[src/rtl/chipset_pkg.sv]
// rtl/chipset_pkg.sv - shared types and constants for the chipset core
// Contents:
//   bus_status_e  : 8088 S2..S0 bus status encodings
//   cyc_state_e   : bus cycle sequencer states
//   PORT_*        : decoded I/O port addresses (address[9:0])
//   inta_vector() : interrupt vector for the lowest active IRQ
package chipset_pkg;

  typedef enum logic [2:0] {
    ST_INTA    = 3'b000,
    ST_IOR     = 3'b001,
    ST_IOW     = 3'b010,
    ST_HALT    = 3'b011,
    ST_CODE    = 3'b100,
    ST_MEMR    = 3'b101,
    ST_MEMW    = 3'b110,
    ST_PASSIVE = 3'b111
  } bus_status_e;

  typedef enum logic [1:0] {
    CYC_IDLE,
    CYC_ALE,
    CYC_CMD
  } cyc_state_e;

  localparam logic [9:0] PORT_IRQ_MASK = 10'h021;
  localparam logic [9:0] PORT_A        = 10'h060;
  localparam logic [9:0] PORT_B        = 10'h061;
  localparam logic [9:0] PORT_C        = 10'h062;
  localparam logic [9:0] PORT_MODE     = 10'h063;

  // Lowest-numbered active request wins; 8'h0F doubles as the spurious vector.
  function automatic logic [7:0] inta_vector(input logic [7:0] active);
    logic [7:0] vec;
    vec = 8'h0F;
    for (int i = 7; i >= 0; i--) begin
      if (active[i]) vec = 8'h08 + 8'(i);
    end
    return vec;
  endfunction

endpackage

[src/rtl/chipset_if.sv]
// rtl/chipset_if.sv - CPU-side bus bundle between the 8088 and the chipset
// Signals:
//   cpu_address, cpu_data_bus, processor_status, processor_lock_n : from CPU
//   io_channel_ready : external ready, processor_ready : ready to CPU
//   address, data_bus, address_latch_enable : latched bus outputs
//   io_read_n, io_write_n, memory_read_n, memory_write_n : bus commands
interface chipset_if;
  logic [19:0] cpu_address;
  logic [7:0]  cpu_data_bus;
  logic [2:0]  processor_status;
  logic        processor_lock_n;
  logic        io_channel_ready;
  logic        processor_ready;
  logic [19:0] address;
  logic [7:0]  data_bus;
  logic        address_latch_enable;
  logic        io_read_n;
  logic        io_write_n;
  logic        memory_read_n;
  logic        memory_write_n;

  modport master (
    output cpu_address, cpu_data_bus, processor_status, processor_lock_n, io_channel_ready,
    input  processor_ready, address, data_bus, address_latch_enable,
    input  io_read_n, io_write_n, memory_read_n, memory_write_n
  );

  modport slave (
    input  cpu_address, cpu_data_bus, processor_status, processor_lock_n, io_channel_ready,
    output processor_ready, address, data_bus, address_latch_enable,
    output io_read_n, io_write_n, memory_read_n, memory_write_n
  );
endinterface

[src/rtl/ps2_receiver.sv]
// rtl/ps2_receiver.sv - PS/2 keyboard frame receiver
// Ports:
//   clock, reset_n     : system clock, async active-low reset
//   ps2_clock/ps2_data : raw keyboard lines (synchronized here)
//   hold               : clears scancode/pending and keeps receiver idle
//   scancode, pending  : last accepted byte and its not-yet-cleared flag
module ps2_receiver #(
  parameter int SYNC_STAGES = 2
) (
  input  logic       clock,
  input  logic       reset_n,
  input  logic       ps2_clock,
  input  logic       ps2_data,
  input  logic       hold,
  output logic [7:0] scancode,
  output logic       pending
);
  logic [SYNC_STAGES-1:0] clk_sync_q;
  logic [SYNC_STAGES-1:0] data_sync_q;
  logic                   clk_prev_q;
  logic [9:0]             shift_q;
  logic [3:0]             bit_cnt_q;
  logic                   clk_s;
  logic                   data_s;
  logic                   fall;
  logic                   frame_ok;

  assign clk_s  = clk_sync_q[SYNC_STAGES-1];
  assign data_s = data_sync_q[SYNC_STAGES-1];
  assign fall   = clk_prev_q & ~clk_s;
  // Evaluated while the stop bit is on data_s: shift_q[0]=start,
  // shift_q[8:1]=data, shift_q[9]=parity (odd over data+parity).
  assign frame_ok = ~shift_q[0] & data_s & (^shift_q[9:1]);

  always_ff @(posedge clock or negedge reset_n) begin
    if (!reset_n) begin
      clk_sync_q  <= '1;
      data_sync_q <= '1;
      clk_prev_q  <= 1'b1;
      shift_q     <= '0;
      bit_cnt_q   <= '0;
      scancode    <= '0;
      pending     <= 1'b0;
    end else begin
      clk_sync_q  <= {clk_sync_q[SYNC_STAGES-2:0], ps2_clock};
      data_sync_q <= {data_sync_q[SYNC_STAGES-2:0], ps2_data};
      clk_prev_q  <= clk_s;
      if (hold) begin
        scancode  <= '0;
        pending   <= 1'b0;
        bit_cnt_q <= '0;
      end else if (fall) begin
        if (bit_cnt_q == 4'd10) begin
          bit_cnt_q <= '0;
          if (frame_ok && !pending) begin
            scancode <= shift_q[8:1];
            pending  <= 1'b1;
          end
        end else begin
          shift_q   <= {data_s, shift_q[9:1]};
          bit_cnt_q <= bit_cnt_q + 4'd1;
        end
      end
    end
  end
endmodule

[src/rtl/chipset_core.sv]
// rtl/chipset_core.sv - 8088 bus controller, interrupt mask/vector, PPI and keyboard port
// Optional feature: PS2_KEYBOARD_EN adds the PS/2 receiver on port A / IRQ1.
// Ports:
//   clock, reset_n          : system clock, async active-low reset
//   bus (chipset_if.slave)  : CPU address/data/status in, latched address, ALE,
//                             bus commands and data_bus out
//   interrupt_request/_to_cpu : level IRQ0..7 in, INTR out
//   port_c_in, port_b_out, speaker_out : PPI ports
//   ps2_clock, ps2_data     : keyboard serial lines
module chipset_core
  import chipset_pkg::*;
#(
  parameter int PS2_SYNC_STAGES = 2
) (
  input  logic        clock,
  input  logic        reset_n,
  chipset_if.slave    bus,
  input  logic [7:0]  interrupt_request,
  output logic        interrupt_to_cpu,
  input  logic [7:0]  port_c_in,
  output logic [7:0]  port_b_out,
  output logic        speaker_out,
  input  logic        ps2_clock,
  input  logic        ps2_data
);
  cyc_state_e  state_q, state_d;
  bus_status_e status, status_q, cyc_type_q;
  logic [19:0] address_q;
  logic [7:0]  wdata_q, mask_q, port_b_q, mode_q;
  logic [7:0]  scancode, irq_active, io_rdata, data_bus_d;
  logic        kbd_pending, start, commit, in_cmd;
  logic [9:0]  io_addr;

  assign status  = bus_status_e'(bus.processor_status);
  assign io_addr = address_q[9:0];
  assign in_cmd  = (state_q == CYC_CMD);

  always_comb begin
    state_d = state_q;
    start   = 1'b0;
    commit  = 1'b0;
    case (state_q)
      CYC_IDLE: if (status_q == ST_PASSIVE && status != ST_PASSIVE) begin
        state_d = CYC_ALE;
        start   = 1'b1;
      end
      // A status that falls back to passive during T1 ends the cycle without a command.
      CYC_ALE: state_d = (status == ST_PASSIVE) ? CYC_IDLE : CYC_CMD;
      CYC_CMD: if (status == ST_PASSIVE) begin
        state_d = CYC_IDLE;
        commit  = 1'b1;
      end
      default: state_d = CYC_IDLE;
    endcase
  end

  always_ff @(posedge clock or negedge reset_n) begin
    if (!reset_n) begin
      state_q    <= CYC_IDLE;
      status_q   <= ST_PASSIVE;
      cyc_type_q <= ST_PASSIVE;
      address_q  <= '0;
      wdata_q    <= 8'hFF;
      mask_q     <= 8'hFF;
      port_b_q   <= '0;
      mode_q     <= '0;
    end else begin
      state_q  <= state_d;
      status_q <= status;
      if (start) begin
        address_q  <= bus.cpu_address;
        cyc_type_q <= status;
      end
      if (commit && (cyc_type_q == ST_IOW || cyc_type_q == ST_MEMW)) begin
        wdata_q <= bus.cpu_data_bus;
      end
      if (commit && cyc_type_q == ST_IOW) begin
        case (io_addr)
          PORT_IRQ_MASK: mask_q   <= bus.cpu_data_bus;
          PORT_B:        port_b_q <= bus.cpu_data_bus;
          PORT_MODE:     mode_q   <= bus.cpu_data_bus;
          default: ;
        endcase
      end
    end
  end

  assign irq_active       = {interrupt_request[7:2], interrupt_request[1] | kbd_pending,
                             interrupt_request[0]} & ~mask_q;
  assign interrupt_to_cpu = |irq_active;

  always_comb begin
    io_rdata = 8'hFF;
    case (io_addr)
      PORT_IRQ_MASK: io_rdata = mask_q;
      PORT_A:        io_rdata = scancode;
      PORT_B:        io_rdata = port_b_q;
      PORT_C:        io_rdata = port_c_in;
      PORT_MODE:     io_rdata = mode_q;
      default: ;
    endcase
  end

  always_comb begin
    data_bus_d = wdata_q;
    if (in_cmd) begin
      case (cyc_type_q)
        ST_IOR:           data_bus_d = io_rdata;
        ST_INTA:          data_bus_d = inta_vector(irq_active);
        ST_CODE, ST_MEMR: data_bus_d = 8'hFF;
        default: ;
      endcase
    end
  end

  assign bus.data_bus             = data_bus_d;
  assign bus.address              = address_q;
  assign bus.address_latch_enable = (state_q == CYC_ALE);
  assign bus.io_read_n            = ~(in_cmd && cyc_type_q == ST_IOR);
  assign bus.io_write_n           = ~(in_cmd && cyc_type_q == ST_IOW);
  assign bus.memory_read_n        = ~(in_cmd && (cyc_type_q == ST_MEMR || cyc_type_q == ST_CODE));
  assign bus.memory_write_n       = ~(in_cmd && cyc_type_q == ST_MEMW);
  assign bus.processor_ready      = bus.io_channel_ready;
  assign port_b_out               = port_b_q;
  assign speaker_out              = port_b_q[1];

`ifdef PS2_KEYBOARD_EN
  ps2_receiver #(
    .SYNC_STAGES(PS2_SYNC_STAGES)
  ) u_ps2_receiver (
    .clock    (clock),
    .reset_n  (reset_n),
    .ps2_clock(ps2_clock),
    .ps2_data (ps2_data),
    .hold     (port_b_q[7]),
    .scancode (scancode),
    .pending  (kbd_pending)
  );
  logic unused_lock;
  assign unused_lock = bus.processor_lock_n;
`else
  logic                       unused_ps2;
  logic [PS2_SYNC_STAGES-1:0] unused_sync_width;
  assign scancode          = 8'h00;
  assign kbd_pending       = 1'b0;
  assign unused_ps2        = ^{ps2_clock, ps2_data, bus.processor_lock_n};
  assign unused_sync_width = '0;
`endif
endmodule

[src/flat_wrapper.sv]
// flat-port wrapper written by rule: the top's interface ports become plain ports
module chipset_core_flat import chipset_pkg::*;
#(
  parameter int PS2_SYNC_STAGES = 2
)
  (clock, reset_n, interrupt_request, interrupt_to_cpu, port_c_in, port_b_out, speaker_out, ps2_clock, ps2_data, bus_cpu_address, bus_cpu_data_bus, bus_processor_status, bus_processor_lock_n, bus_io_channel_ready, bus_processor_ready, bus_address, bus_data_bus, bus_address_latch_enable, bus_io_read_n, bus_io_write_n, bus_memory_read_n, bus_memory_write_n);
  chipset_if bus_i ();
  input  logic clock;
  input  logic reset_n;
  input  logic [7:0] interrupt_request;
  output logic interrupt_to_cpu;
  input  logic [7:0] port_c_in;
  output logic [7:0] port_b_out;
  output logic speaker_out;
  input  logic ps2_clock;
  input  logic ps2_data;
  input wire logic [$bits(bus_i.cpu_address)-1:0] bus_cpu_address;
  input wire logic [$bits(bus_i.cpu_data_bus)-1:0] bus_cpu_data_bus;
  input wire logic [$bits(bus_i.processor_status)-1:0] bus_processor_status;
  input wire logic [$bits(bus_i.processor_lock_n)-1:0] bus_processor_lock_n;
  input wire logic [$bits(bus_i.io_channel_ready)-1:0] bus_io_channel_ready;
  output wire logic [$bits(bus_i.processor_ready)-1:0] bus_processor_ready;
  output wire logic [$bits(bus_i.address)-1:0] bus_address;
  output wire logic [$bits(bus_i.data_bus)-1:0] bus_data_bus;
  output wire logic [$bits(bus_i.address_latch_enable)-1:0] bus_address_latch_enable;
  output wire logic [$bits(bus_i.io_read_n)-1:0] bus_io_read_n;
  output wire logic [$bits(bus_i.io_write_n)-1:0] bus_io_write_n;
  output wire logic [$bits(bus_i.memory_read_n)-1:0] bus_memory_read_n;
  output wire logic [$bits(bus_i.memory_write_n)-1:0] bus_memory_write_n;
  assign bus_i.cpu_address = bus_cpu_address;
  assign bus_i.cpu_data_bus = bus_cpu_data_bus;
  assign bus_i.processor_status = bus_processor_status;
  assign bus_i.processor_lock_n = bus_processor_lock_n;
  assign bus_i.io_channel_ready = bus_io_channel_ready;
  assign bus_processor_ready = bus_i.processor_ready;
  assign bus_address = bus_i.address;
  assign bus_data_bus = bus_i.data_bus;
  assign bus_address_latch_enable = bus_i.address_latch_enable;
  assign bus_io_read_n = bus_i.io_read_n;
  assign bus_io_write_n = bus_i.io_write_n;
  assign bus_memory_read_n = bus_i.memory_read_n;
  assign bus_memory_write_n = bus_i.memory_write_n;
  chipset_core #(.PS2_SYNC_STAGES(PS2_SYNC_STAGES)) u_core (.clock(clock), .reset_n(reset_n), .bus(bus_i), .interrupt_request(interrupt_request), .interrupt_to_cpu(interrupt_to_cpu), .port_c_in(port_c_in), .port_b_out(port_b_out), .speaker_out(speaker_out), .ps2_clock(ps2_clock), .ps2_data(ps2_data));
endmodule
[config.mk]
export PLATFORM = sky130hd
export DESIGN_NAME = chipset_core_flat
export DESIGN_NICKNAME = d
export VERILOG_FILES = /design/src/rtl/chipset_pkg.sv /design/src/rtl/chipset_if.sv /design/src/rtl/ps2_receiver.sv /design/src/rtl/chipset_core.sv /design/src/flat_wrapper.sv
export SDC_FILE = /design/constraint.sdc
export NUM_CORES = 1
export LEC_CHECK = 0
export ABC_AREA = 1
export BUFFER_PORTS_ARGS = -buffer_cell sky130_fd_sc_hd__clkbuf_2
export CAP_MARGIN = 20
export CELL_PAD_IN_SITES_DETAIL_PLACEMENT = 1
export CELL_PAD_IN_SITES_GLOBAL_PLACEMENT = 2
export CORE_MARGIN = 2
export CORE_UTILIZATION = 26
export DETAILED_ROUTE_END_ITERATION = 7
export PLACE_DENSITY = 0.79
export SYNTH_ARGS = -nofsm -noshare
export SYNTH_HDL_FRONTEND = slang
export SYNTH_SLANG_ARGS = --single-unit
export TNS_END_PERCENT = 30
[constraint.sdc]
create_clock -name clock -period 1.38 [get_ports clock]
set_clock_uncertainty 0.1 [all_clocks]
set_input_delay 0.138 -clock clock [delete_from_list [all_inputs] [get_ports clock]]
set_output_delay 0.138 -clock clock [all_outputs]
set_load 0.01 [all_outputs]
==> flow_summary.json <==
{
  "status": "finished with violations",
  "violations": "design-rule violations, negative setup slack",
  "antenna_found_initial": 0,
  "worstMarginPinSlew_ns": 0.336,
  "worstSetupPathType": "register to primary output",
  "min_path_type": "input pin to register",
  "grt_pass1_wl_um": 17300,
  "hpwl_um": 7520,
  "start_util_pct": 26.8,
  "portBuffers": 91,
  "nets": 605,
  "period_share_pct": 153,
  "fill_cells": 1362,
  "die_x_um": 113,
  "netlist_top_cells_count": "nand2_1 (127), dfrtp_1 (38), inv_1 (34)",
  "multiInputGateArea_um2": 1630,
  "sw_frac_of_total_pct": 31.8,
  "cp_top_family": "simple AND/OR/NAND/NOR gates",
  "cp.arrival_ns": 1.87,
  "core.rowCount": 39,
  "first_pass_iters": 6,
  "dp_slack_ns": -0.453,
  "die_height_um": 113,
  "placed_cell_area_um2": 4070,
  "ioPinCount": 97,
  "crit_fanout": 5,
  "power.switching_mw": 2.35,
  "gp_congestion": 0.800,
  "routed_via_density": 4.58,
  "cts_buffers": 9,
  "async_flop_share_pct": 100,
  "h-tree-depth": 3,
  "ff_latch_area_um2": 1530,
  "cts_num_sinks": 60,
  "clk_pin_slew_ns": 0.06,
  "path_cells": "nor2_4 -> nand2_4 -> nor2_4 -> buf_6 -> nand3_1 -> nand3_2 -> o21bai_4 -> a21oi_2 -> buf_2",
  "min_period_ns": 2.10,
  "die-area_um2": 12800,
  "rsz0062_at_grt": "true",
  "cts_root_buf": "clkbuf_16",
  "grtUsageTotal_pct": 17.3,
  "postRouteAntennaNets": 0,
  "p_per_area_nw_per_um2": 1450,
  "worst_slack_ns": -0.725,
  "ys_warn_count": 0,
  "path_buf_inv": 2,
  "dp.cells": 645,
  "finalPower_mw": 7.38,
  "drc": 3,
  "p_seq_share_pct": 32.9,
  "yosysMostFrequentCell": "nand2_1",
  "ir_drop_mv": 0.549,
  "antenna_cells": 0,
  "slew_headroom_pct": 77.6,
  "max_freq_mhz": 475,
  "wl_per_cell_um": 15.6,
  "busiest_layer": "met2",
  "synthToLayoutAreaGrowth_pct": 65.5,
  "synth-main-ff-cell": "dfrtp_1",
  "wl_um": 10900,
  "met1_usage_pct": 20.6,
  "power.leakage_nw": 2.49,
  "synthCells": 370,
  "max_stage_delay_ns": 0.41,
  "ys_ff_latch": 60,
  "synth_area_leaders": "dfrtp_1 (31%), dfstp_2 (19%), nand2_1 (15%)",
  "gr-usage-met3_pct": 3.27,
  "hold_viol": 0,
  "setup_viol": 69,
  "startpoint_type": "register",
  "slew_violations": 0,
  "layout-drive-gt1-share_pct": 54.6,
  "internal-power_mw": 5.04,
  "slowest_stage": "dfrtp_1",
  "synth-edff-count": 0,
  "ys_seq_area_share_pct": 49.6,
  "cts_max_path_buffers": 2,
  "clkPwrFrac_pct": 33.5,
  "cpMostUsedCell": "nor2_4",
  "final_cells": 700,
  "yosysUniqueCellTypes": 30,
  "insertion_delay_ns": 0.33,
  "grt_pass1_vias": 3490,
  "required_ns": 1.14,
  "maxCapViolCount": 0,
  "cts_tree": "built",
  "coreArea_um2": 11500,
  "use_met2_pct": 31.6,
  "synth_area_per_cell_um2": 8.34,
  "power_frac_comb_pct": 33.7,
  "drt_iter0_markers": 108,
  "final_cell_area_um2": 5100,
  "synth_area_um2": 3090,
  "synth_top_area_share_pct": 30.8,
  "syn_nets": 423,
  "yosysTopAreaCell": "dfrtp_1",
  "num_vias": 3208,
  "grt.overflow.total": 0,
  "grt_max_degree": 61,
  "endpoint_kind": "primary output"
}
==> path summary, 6_finish.rpt <==
check	to	start	slack, ns	cells after the start
setup / recovery	bus_data_bus[1]	u_core.bus.address[8]$_DFFE_PN0P_	-0.72	9
hold / removal	u_core.mask_q[6]$_DFFE_PN1P_	bus_cpu_data_bus[6]	0.03	3
setup reg to reg	u_core.mode_q[6]$_DFFE_PN0P_	u_core.state_q[0]$_DFFE_PN0P_	-0.40	10
hold reg to reg	u_core.wdata_q[6]$_DFFE_PN1P_	u_core.wdata_q[6]$_DFFE_PN1P_	0.37	2
max in group asynchronous	u_core.mask_q[1]$_DFFE_PN1P_	reset_n	0.60	3
min in group asynchronous	u_core.port_b_out[0]$_DFFE_PN0P_	reset_n	0.26	3
==> area by class of cell <==
| type | count | share of cell area (%) |
|---|---|---|
| multi-input cells | 261 | 32.0 |
| repair buffers | 180 | 25.1 |
| well taps | 143 | 3.50 |
| inverters | 40 | 3.04 |
| flip-flops and latches | 60 | 30.0 |
| clock inverters | 4 | 1.42 |
| clock buffers | 12 | 5.02 |
==> power groups by stage <==
stage               Combinational [mW]  Clock [mW]  Sequential, mW
global route                      2.73        2.60            2.48
finish                            2.49        2.47            2.43
global placement                  2.08           0            2.39
detailed placement                2.12           0            2.41
CTS                               2.36        2.51            2.41
floorplan                        0.925           0            2.49
==> per-stage QoR <==
stage          TNS (ns)  hold slack, ns  utilization, %
2_1_floorplan     -2.90          -0.258               -
3_3_place_gp      -8.20          0.0770            35.3
3_5_place_dp     -10.52          0.0822            35.3
4_1_cts          -16.94          0.0291            42.4
5_1_grt          -26.27          0.0609            44.3
6_report         -19.93          0.0335            44.3
==> worst min-delay path, stage by stage <==
cell and delay (ns):
clkbuf_2 0.08, inv_1 0.15, o21ai_2 0.08
==> state kept, by name (all words and copies together) (netlist names) <==
register / cells
u_core.status_q: 3
u_core.mode_q: 8
u_core.wdata_q: 8
u_core.port_b_out: 8
u_core.state_q: 2
u_core.mask_q: 8
u_core.bus.address: 20
u_core.cyc_type_q: 3
==> routing by layer <==
layer | share of wire, % | vias up
li1 | - | 1555
met1 | 42 | 1580
met2 | 53 | 58
met3 | 3.0 | 15
met4 | 1.6 | 0
met5 | 0 | -
==> placed cells by master (no fill, tap or decap), drive strengths merged, types with 2 or more instances in the layout <==
master	Yosys	routed
nand2	137	139
clkbuf	2	95
buf	9	73
o21ai	52	52
inv	40	40
dfrtp	38	38
nand3	28	28
dlygate4sd3	0	24
dfstp	22	22
nor2	18	18
a21oi	7	7
or2	4	4
nor3	3	3
o21bai	3	3
nand4	2	2
o211ai	2	2
bufinv	0	2
==> kinds of logic after synthesis <==
logic type	Yosys count	synth area share (%)
compound gates	66	13.7
flops	60	49.6
buf+inv	51	7.54
simple gates	193	29.2
==> timing repair <==
action,CTS,global route
hold buffers,24,0
gates resized for setup,46,60
pin swaps,14,26
endpoints found under the hold margin,64,0
cloned,1,2
setup buffers,8,7
setup endpoints to repair,69,71
No activity file was read; power rests on OpenSTA's default activity.
